<file path="config.mk">
export PLATFORM = sky130hd
export DESIGN_NAME = nibble_frame_serializer_flat
export DESIGN_NICKNAME = d
export VERILOG_FILES = /design/src/rtl/nibble_frame_serializer_if.sv /design/src/rtl/nibble_frame_serializer.sv /design/src/flat_wrapper.sv
export SDC_FILE = /design/constraint.sdc
export NUM_CORES = 1
export LEC_CHECK = 0
export CORE_MARGIN = 10
export CORE_UTILIZATION = 39
export DETAILED_ROUTE_END_ITERATION = 10
export MAX_ROUTING_LAYER = met4
export PLACE_DENSITY_LB_ADDON = 0.3
export SETUP_SLACK_MARGIN = 0.02
export SYNTH_ARGS = -nofsm -noshare
export SYNTH_HDL_FRONTEND = slang
export SYNTH_SLANG_ARGS = --single-unit
</file>
<file path="constraint.sdc">
create_clock -name clk -period 1.73 [get_ports clk]
set_input_delay 0.2595 -clock clk [delete_from_list [all_inputs] [get_ports clk]]
set_output_delay 0.2595 -clock clk [all_outputs]
set_load 0.01 [all_outputs]
</file>
<file path="src/rtl/nibble_frame_serializer_if.sv">
// nibble_frame_serializer_if: nibble handshake in, serial frame stream and status out.
interface nibble_frame_serializer_if #(parameter int DEPTH = 4);
  logic [3:0] in_data;
  logic in_valid, in_ready, out, frame_start, out_is_idle;
  logic [$clog2(DEPTH):0] level;
  logic [7:0] underrun_cnt;
  modport master (output in_data, in_valid, input in_ready, out, frame_start, out_is_idle, level, underrun_cnt);
  modport slave (input in_data, in_valid, output in_ready, out, frame_start, out_is_idle, level, underrun_cnt);
endinterface

</file>
<file path="src/rtl/nibble_frame_serializer.sv">
// nibble_frame_serializer: FIFO-buffered nibbles sent MSB-first in 4-cycle frames, filler when empty.
// Optional underrun counter enabled by NIBBLE_SERIALIZER_UNDERRUN_CNT_EN.
module nibble_frame_serializer #(
  parameter int DEPTH = 4,
  parameter logic [3:0] IDLE_NIBBLE = 4'b0000
) (
  input logic clk,
  input logic rst,
  nibble_frame_serializer_if.slave bus
);
  localparam int PW = $clog2(DEPTH);
  localparam int LW = PW + 1;
  logic [3:0] mem_q [DEPTH];
  logic [PW-1:0] wr_q, wr_d, rd_q, rd_d;
  logic [LW-1:0] level_q, level_d;
  logic [1:0] cnt_q, cnt_d;
  logic [3:0] shreg_q, shreg_d;
  logic idle_q, idle_d, push, pop;
  assign bus.in_ready = level_q < LW'(DEPTH);
  assign push = bus.in_valid && bus.in_ready;
  // pop uses pre-push occupancy, so a nibble arriving on a boundary edge waits a frame
  assign pop = (cnt_q == 2'd3) && (level_q != '0);
  assign bus.out = shreg_q[3];
  assign bus.frame_start = cnt_q == 2'd0;
  assign bus.out_is_idle = idle_q;
  assign bus.level = level_q;
  always_comb begin
    wr_d = push ? wr_q + 1'b1 : wr_q;
    rd_d = pop ? rd_q + 1'b1 : rd_q;
    level_d = level_q + LW'(push) - LW'(pop);
    cnt_d = cnt_q + 2'd1;
    shreg_d = cnt_q != 2'd3 ? {shreg_q[2:0], 1'b0} : pop ? mem_q[rd_q] : IDLE_NIBBLE;
    idle_d = cnt_q == 2'd3 ? !pop : idle_q;
  end
  always_ff @(posedge clk or posedge rst) begin
    if (rst) begin
      wr_q <= '0;
      rd_q <= '0;
      level_q <= '0;
      cnt_q <= '0;
      shreg_q <= IDLE_NIBBLE;
      idle_q <= 1'b1;
    end else begin
      wr_q <= wr_d;
      rd_q <= rd_d;
      level_q <= level_d;
      cnt_q <= cnt_d;
      shreg_q <= shreg_d;
      idle_q <= idle_d;
    end
  end
  always_ff @(posedge clk) begin
    if (push) mem_q[wr_q] <= bus.in_data;
  end
`ifdef NIBBLE_SERIALIZER_UNDERRUN_CNT_EN
  logic [7:0] ur_q, ur_d;
  assign ur_d = (cnt_q == 2'd3 && !pop && ur_q != 8'hff) ? ur_q + 8'd1 : ur_q;
  always_ff @(posedge clk or posedge rst) begin
    if (rst) ur_q <= '0;
    else ur_q <= ur_d;
  end
  assign bus.underrun_cnt = ur_q;
`else
  assign bus.underrun_cnt = 8'd0;
`endif
endmodule

</file>
<file path="src/flat_wrapper.sv">
// flat-port wrapper written by rule: the top's interface ports become plain ports
module nibble_frame_serializer_flat 
#(
  parameter int DEPTH = 4,
  parameter logic [3:0] IDLE_NIBBLE = 4'b0000
)
  (clk, rst, bus_in_data, bus_in_valid, bus_in_ready, bus_out, bus_frame_start, bus_out_is_idle, bus_level, bus_underrun_cnt);
  nibble_frame_serializer_if #(.DEPTH(DEPTH)) bus_i ();
  input logic clk;
  input logic rst;
  input wire logic [$bits(bus_i.in_data)-1:0] bus_in_data;
  input wire logic [$bits(bus_i.in_valid)-1:0] bus_in_valid;
  output wire logic [$bits(bus_i.in_ready)-1:0] bus_in_ready;
  output wire logic [$bits(bus_i.out)-1:0] bus_out;
  output wire logic [$bits(bus_i.frame_start)-1:0] bus_frame_start;
  output wire logic [$bits(bus_i.out_is_idle)-1:0] bus_out_is_idle;
  output wire logic [$bits(bus_i.level)-1:0] bus_level;
  output wire logic [$bits(bus_i.underrun_cnt)-1:0] bus_underrun_cnt;
  assign bus_i.in_data = bus_in_data;
  assign bus_i.in_valid = bus_in_valid;
  assign bus_in_ready = bus_i.in_ready;
  assign bus_out = bus_i.out;
  assign bus_frame_start = bus_i.frame_start;
  assign bus_out_is_idle = bus_i.out_is_idle;
  assign bus_level = bus_i.level;
  assign bus_underrun_cnt = bus_i.underrun_cnt;
  nibble_frame_serializer #(.DEPTH(DEPTH), .IDLE_NIBBLE(IDLE_NIBBLE)) u_core (.clk(clk), .rst(rst), .bus(bus_i));
endmodule
</file>
# [Yosys cells after proc, flatten, opt, wreduce, memory -nomap -nowiden]
# Memory sizes are Yosys's and may differ from the RTL's.
# Index checks and enable logic that the tools add are counted.
[classes] eq_ne=2 bitwise_logic=0 n_lt_le_gt_ge=1 n_mux=4 n_mul=0 reduce_logical=5 shifts=0 div=0 add_sub_neg=5
[op_table] op="4-bit two-way mux" n=2
[op_table] op="2-bit by 1-bit adder with 2-bit output, second input constant" n=3
[op_table] op="3-bit by 1-bit adder with 3-bit output" n=1
[op_table] op="3-bit less-than comparator, second input constant" n=1
[op_table] op="3-bit nonzero test" n=1
[op_table] op="3-bit by 1-bit subtractor with 3-bit output" n=1
[op_table] op="2-bit equality test, second input constant" n=1
[op_table] op="1-bit logical AND" n=2
[op_table] op="2-bit logical NOT" n=1
[op_table] op="1-bit two-way mux" n=2
[op_table] op="2-bit != test, second input constant" n=1
[op_table] op="1-bit logical NOT" n=1
[word_totals] romBits=0 elab_cells=24 ff_bits=14 latchBits=0 mem_count=1 out_inout_bits=15 ramBits=16
[memory_table] memory="u_core.mem_q" words=4 width=4 read_ports=1 rd_clocked_by_memory_dff=0 write_ports=1 line="nibble_frame_serializer.sv:13" text="logic [3:0] mem_q [DEPTH];"

# [Logic depth before layout (Yosys ltp)]
# Gate-level depths: netlist (run 1).
[depth] depth_word=4 mapped_depth=8

# [Worst setup path after synthesis (run 1)]
# Ideal clock, no wire load.
[synth_timing] path_kind="register to register" from="register u_core.level_q[1] (netlist: u_core.bus.level[1])" to="register u_core.level_q[2] (netlist: u_core.bus.level[2])" path_slack_ps=-32 required_time_ps=1600 arrival_ps=1632 n_path_buf=0 path_stages_with_launch=6 period_less_slack_ps=1762 setup_time_ps=130 path_cell_list="dfrtp_1 -> o31ai_1 -> nor2_1 -> fa_1 -> xnor2_1 -> xnor2_1"
[synth_between] elab_chain_cells=4 word_cells_on_any_way=6 classes_between="add/sub: 2; order compare: 1; reduce/logical: 3"
[synth_rtl] item="start, declared" line="nibble_frame_serializer.sv:15" text="logic [LW-1:0] level_q, level_d;"
[synth_rtl] item="start signal, assigned" line="nibble_frame_serializer.sv:46" text="level_q <= level_d;"
[synth_rtl] item="3-bit less-than comparator" line="nibble_frame_serializer.sv:19" text="assign bus.in_ready = level_q < LW'(DEPTH);"
[synth_rtl] item="1-bit logical AND" line="nibble_frame_serializer.sv:20" text="assign push = bus.in_valid && bus.in_ready;"
[synth_rtl] item="3-bit by 1-bit adder with 3-bit output" line="nibble_frame_serializer.sv:30" text="level_d = level_q + LW'(push) - LW'(pop);"
[synth_rtl] item="3-bit by 1-bit subtractor with 3-bit output *" line="nibble_frame_serializer.sv:30"
[synth_rtl] item="named net u_core.level_d[2]" line="nibble_frame_serializer.sv:15"
# Mark *: on every way through the listed nets, which the timed path passes. The rest lies on a longest branch.
# A chain may end at the register's enable or synchronous reset.

# [Worst setup path after layout (run 1)]
[layout_timing] from="register u_core.cnt_q[1]" to="register u_core.level_q[2] (netlist: u_core.bus.level[2])"
[layout_between] elab_chain_cells=3
[layout_rtl] item="start, declared" line="nibble_frame_serializer.sv:16" text="logic [1:0] cnt_q, cnt_d;"
[layout_rtl] item="start signal, assigned" line="nibble_frame_serializer.sv:47" text="cnt_q <= cnt_d;"
[layout_rtl] item="2-bit equality test" line="nibble_frame_serializer.sv:22" text="assign pop = (cnt_q == 2'd3) && (level_q != '0);"
[layout_rtl] item="1-bit logical AND" line="nibble_frame_serializer.sv:22"
[layout_rtl] item="3-bit by 1-bit subtractor with 3-bit output" line="nibble_frame_serializer.sv:30"
[layout_rtl] item="named net u_core.level_d[2]" line="nibble_frame_serializer.sv:15"
# The timed path passes the listed nets, and every way through them passes these cells.

==> run summary, run 1 <==
Root Driver: clkbuf_4
CP peak stage delay: 410 ps
Fmax: 557 MHz
largest net degree at the start of global routing: 15
CP top delay family: adder cells
die span in x: 77.9 µm
ys flop type: edfxtp_1
post-synthesis sequential area ratio: 63.6%
post-synthesis register bit count: 30
Synth Cell Area: 1310 µm²
routability cong.: 0.751
kind of critical path: reg2reg
Slew headroom: 65.1%
die area: 6070 µm²
top cells by area, synth: edfxtp_1 37%, dfrtp_1 25%, mux4_2 6.9%
Diodes inserted: 0
CP Launch Type: register
cell at the slowest stage of the critical path: dfrtp_1
endpoints failing setup: 1
row count: 20
setup slack after layout: -64.2 ps
initial drt markers: 20
commonest non-fill, non-tap cells in the layout: 16 x edfxtp_1, 11 x buf_4, 11 x dfrtp_1
Final Hold Fails: 0
Final nets: 127
Critical Path Sink Type: register
Via density: 4.50
post-route ant nets: 0
global-route wire length before repair: 3.73 mm
CTS H-tree depth: 2
Tot Pwr: 2.39 mW
crit path buf inv count: 1
Worst Tran Pin Value: 523 ps
area growth from synthesis to layout: 25.3%
GRT Overall Usage: 8.09%
total wire length: 2.21 mm
Die Ht: 77.9 µm
Distinct cells, synth: 21
Tcrit/Tclk final: 104%
final setup TNS: -64.2 ps
Peak supply drop: 0.733 mV
Gate Count Post-Synth: 84
YS warnings: 0
CTS tree: yes
TritonCTS Buffers: 5
grt ovf: 0
number of global-route vias before repair: 792
I/O Pins: 22
share of cells above drive strength 1: 28.3%
status: finished, violations left
fin util: 52.4%
async set or reset register ratio after synthesis: 46.7%
WP data arrival: 2000 ps
top cell type's share of synthesized area: 36.7%
# clock sinks: 30
FF-to-FF Start: u_core.cnt_q[1]$_DFF_PP0_
syn avg cell area: 15.6 µm²
Pwr Density: 1460 nW/µm²
# DRC: 0
CP cell instances: ha_4 > o31ai_4 > mux2i_1 > ha_2 > inv_2 > fa_2 > xnor2_2 > xnor2_1
Hold WC Path Type: in2async
Final Max Tran Viols: 0
leak pwr: 0.695 nW
critical path startpoint: u_core.cnt_q[1]$_DFF_PP0_
Clock Latency Late Sink: 320 ps
Crit Path Max Fanout: 3
Worst EP required: 1930 ps
worst-case clock buffer depth: 2
Final Critical Period: 1790 ps
Core ar.: 3130 µm²
fillers: 273
commonest non-fill, non-tap cell in the layout: edfxtp_1
skew final: 8.96 ps
RSZ-0062 raised after global routing: yes
initial antenna violation count: 0
clock-pin slew on the worst setup and hold paths: 100 ps
cell taking the most area after synthesis: edfxtp_1
DR vias: 706
DP HPWL: 1.63 mm
CTS Hold Bufs: 0
failing checks: setup timing
EDFF count, synth: 16
PortBufs: 13
Placed Area: 1520 µm²
fin area: 1640 µm²
DR pass1 iterations: 4
maximum capacitance violations: 0
DR WL/cell: 14.1 µm
initial core utilization: 41.8%
## per-layer routing
layer  track usage, %  wire [µm]
met4             2.69         13
met3             4.38        173
met5                -          0
met1             7.82        863
met2             13.6       1160
## what timing repair did
item,4_1_cts,5_1_grt
pin swaps,4,3
setup buffers,3,1
gates cloned,0,0
gates resized for setup,7,4
setup endpoints to repair,4,5
## cell type report
type	instances	area, µm²	area share (%)
Sequential cell	30	835	50.9
Multi-Input combinational cell	42	432	26.3
Timing Repair Buffer	24	215	13.1
Clock buffer	8	70.1	4.27
Tap cell	44	55.1	3.36
Inverter	9	33.8	2.06
## cells in the mapped netlist, types with 3 or more instances
master    number
a22o_1         3
and2_1         5
buf_4          8
dfrtp_1       13
edfxtp_1      16
ha_1           7
inv_1          9
mux4_2         4
nor2_1         3
xnor2_1        5
## cell families (layout without fill, tap and decap cells)
family / after synthesis / after routing / synth area share, %
flops: 30 / 30 / 63.6
xor+xnor: 5 / 5 / 3.35
other cells: 1 / 8 / 0.287
mux: 6 / 6 / 8.51
buf+inv: 19 / 41 / 8.41
compound gates: 6 / 6 / 3.92
fa+ha+maj: 8 / 8 / 8.22
simple gates: 9 / 9 / 3.73
## sequential cells by signal, indices dropped and copies added, names as in the netlist
signal	count
u_core.wr_q	2
u_core.bus.level	3
u_core.cnt_q	2
u_core.shreg_q	4
u_core.rd_q	2
u_core.mem_q	16
u_core.bus.out_is_idle	1
## metrics by stage
| stage | hold WS (ps) | instances | setup WS [ps] |
|---|---|---|---|
| detailed placement | 464 | 145 | -107 |
| CTS | 286 | 156 | -67.7 |
| finish | 269 | 157 | -64.2 |
| global placement | 462 | 145 | -96.2 |
| global route | 334 | 157 | -167 |
| floorplan | 148 | 91 | 20.6 |
## power by group
group          switching [mW]  internal (mW)  total, mW
Combinational           0.327          0.472      0.800
Clock                   0.226          0.248      0.474
Sequential              0.160          0.953       1.11
## worst reg2reg max path, cell delays in order (launching register included)
cell,delay [ps]
dfrtp_1,410
ha_4,180
o31ai_4,70
mux2i_1,180
ha_2,210
inv_2,30
fa_2,340
xnor2_2,140
xnor2_1,120
## path summary, 6_finish.rpt
| path | end | slack (ps) | cells after the start |
|---|---|---|---|
| max | u_core.bus.level[2]$_DFF_PP0_ | -60 | 8 |
| min | u_core.shreg_q[3]$_DFF_PP0_ | 270 | 2 |
| max reg2reg | u_core.bus.level[2]$_DFF_PP0_ | -60 | 8 |
| min reg2reg | u_core.shreg_q[1]$_DFF_PP0_ | 490 | 1 |
| max in group asynchronous | u_core.bus.level[0]$_DFF_PP0_ | 1070 | 2 |
| min in group clk | u_core.shreg_q[1]$_DFF_PP0_ | 490 | 1 |
(Power assumes the default switching activity.)
==> run 2: changes to the inputs <==
Settings changed: CAP_MARGIN from default to 20.
Clock period 1.73 ns to 1.5 ns, I/O delays scaled along.
==> run 2 against run 1 <==
  * The flow still finishes with violations (setup timing)
  * Sequential share of layout area up 0.23 points
  * Fmax increased by 2.6%
  * Clock-buffer cell count shrank 2
  * Clock power increased by 4.6%
  * Sequential power increased by 14%
  * Total power is 12% higher
  * Die area is the same
  * Final cell count is 0.64% higher
  * Worst setup slack worse by 180 ps
  * Clock skew decreased by 5.1 ps
  * Register-to-register slack lost 180 ps
  * Cell area fell by 0.46%
  * Largest cell class unchanged
==> run summary, run 2 (same netlist as run 1, synthesis figures left out) <==
total wire length: 2.10 mm
internal power: 1.84 mW
fin util: 52.2%
RSZ-0062 raised after global routing: yes
DR pass1 iterations: 4
grt met2 use: 12.4%
CTS H-tree depth: 2
failing checks: setup timing
kind of critical path: reg2reg
Tcrit/Tclk final: 117%
Core ar.: 3130 µm²
endpoints failing setup: 2
worst-case clock buffer depth: 2
Worst Setup EP: u_core.bus.level[2]$_DFF_PP0_
initial core utilization: 41.8%
Peak supply drop: 0.777 mV
CTS Hold Bufs: 0
power share of the sequential group: 47.7%
FF-to-FF Start: u_core.cnt_q[1]$_DFF_PP0_
area growth from synthesis to layout: 24.8%
Final Max Tran Viols: 0
met3 GRT Util: 4.84%
Switch Pwr: 0.823 mW
skew final: 3.81 ps
max reg flops: 16
Critical Path Sink Type: register
leak pwr: 0.686 nW
die span in x: 77.9 µm
GRT met1 Usage: 7.63%
share of cells above drive strength 1: 33.3%
Final Critical Period: 1750 ps
post-route ant nets: 0
Logic pwr share: 33.8%
Die Ht: 77.9 µm
grt ovf: 0
critical path startpoint: u_core.cnt_q[1]$_DFF_PP0_
Final nets: 128
Tot Pwr: 2.67 mW
Crit Path Max Fanout: 3
PortBufs: 13
# DRC: 0
Via density: 4.35
largest net degree at the start of global routing: 15
Final Hold Fails: 0
Clock Latency Late Sink: 320 ps
Root Driver: clkbuf_4
DP HPWL: 1.61 mm
final setup TNS: -422 ps
commonest non-fill, non-tap cells in the layout: 16 x edfxtp_1, 12 x buf_4, 11 x dfrtp_1
setup slack after layout: -249 ps
Worst EP required: 1720 ps
clock-pin slew on the worst setup and hold paths: 90 ps
routability cong.: 0.733
global-route wire length before repair: 3.48 mm
Worst Reg-to-Reg Cells: 8
GRT Overall Usage: 7.78%
Worst Tran Pin Value: 547 ps
die area: 6070 µm²
number of global-route vias before repair: 767
Slew headroom: 63.5%
WP data arrival: 1960 ps
initial antenna violation count: 0
DR WL/cell: 13.3 µm
maximum capacitance violations: 0
switching part of the total: 30.9%
CP Launch Type: register
reg2reg end: u_core.bus.level[2]$_DFF_PP0_
Clk pwr share: 18.6%
commonest non-fill, non-tap cell in the layout: edfxtp_1
reg2reg setup slack: -250 ps
status: finished, violations left
row count: 20
DR vias: 688
most used routing layer: met2
TritonCTS Buffers: 5
Diodes inserted: 0
CTS tree: yes
# clock sinks: 30
Hold WC Path Type: in2async
Pwr Density: 1630 nW/µm²
Largest Register: u_core.mem_q
Fmax: 572 MHz
initial drt markers: 14
I/O Pins: 22
run 2: cell count changes in the layout (fill, tap and decap cells not counted), sizes merged:
| cell | change |
|---|---|
| clkdlybuf4s50 | -3 |
| dlygate4sd2 | +3 |
| buf | +2 |
| clkbuf | -2 |
| clkinv | +1 |
| clkinvlp | +1 |
| dlymetal6s2s | -1 |
run 2: layout make-up:
cell class | count | area [µm²]
Inverter | 9 | 33.8
Tap cell | 44 | 55.1
Sequential cell | 30 | 835
Clock buffer | 6 | 51.3
Fill cell | 279 | 1500
Clock inverter | 2 | 12.5
Multi-Input combinational cell | 42 | 434
Timing Repair Buffer | 25 | 211
run 2: how the worst min path moves through the flow:
| stage | startpoint | to | slack (ps) | cells past startpoint |
|---|---|---|---|---|
| finish | rst | u_core.shreg_q[3]$_DFF_PP0_ | 240 | 2 |
| global route | rst | u_core.shreg_q[2]$_DFF_PP0_ | 280 | 2 |
| CTS | rst | u_core.shreg_q[1]$_DFF_PP0_ | 250 | 2 |
| detailed placement | u_core.shreg_q[0]$_DFF_PP0_ | u_core.shreg_q[1]$_DFF_PP0_ | 470 | 1 |
| global placement | u_core.shreg_q[0]$_DFF_PP0_ | u_core.shreg_q[1]$_DFF_PP0_ | 470 | 1 |
| floorplan | rst | u_core.bus.level[0]$_DFF_PP0_ | 110 | 1 |
run 2: per-stage QoR:
step | hold WS, ps | std cells | setup WS (ps) | area [µm²]
2_1_floorplan | 113 | 91 | -178 | 1370
3_3_place_gp | 466 | 146 | -268 | 1540
3_5_place_dp | 471 | 146 | -322 | 1540
4_1_cts | 253 | 157 | -253 | 1630
5_1_grt | 281 | 158 | -375 | 1630
6_report | 242 | 158 | -249 | 1630
run 2: power by group through the flow:
| stage | clock network, mW | logic, mW | registers, mW |
|---|---|---|---|
| 5_1_grt | 0.552 | 1.02 | 1.30 |
| 3_3_place_gp | 0 | 0.867 | 1.30 |
| 6_report | 0.496 | 0.901 | 1.27 |
| 3_5_place_dp | 0 | 0.876 | 1.31 |
| 4_1_cts | 0.510 | 0.916 | 1.28 |
| 2_1_floorplan | 0 | 0.526 | 1.30 |
run 2: worst max-delay path, stage by stage, from the launching register on:
cell and delay, ps:
dfrtp_1 400, ha_4 180, o31ai_4 70, mux2i_1 150
ha_2 200, inv_2 40, fa_2 340, xnor2_2 140
xnor2_1 120
run 2: what timing repair did:
item / CTS / global route
cloned: 0 / 0
buffers inserted: 3 / 1
pin swaps: 1 / 3
gates resized for setup: 10 / 6
setup endpoints to repair: 8 / 6
run 2: per-layer routing:
layer,up-vias,share of wire (%)
li1,330,-
met2,22,51
met1,334,39
met4,0,0.76
met3,2,8.9
met5,-,0
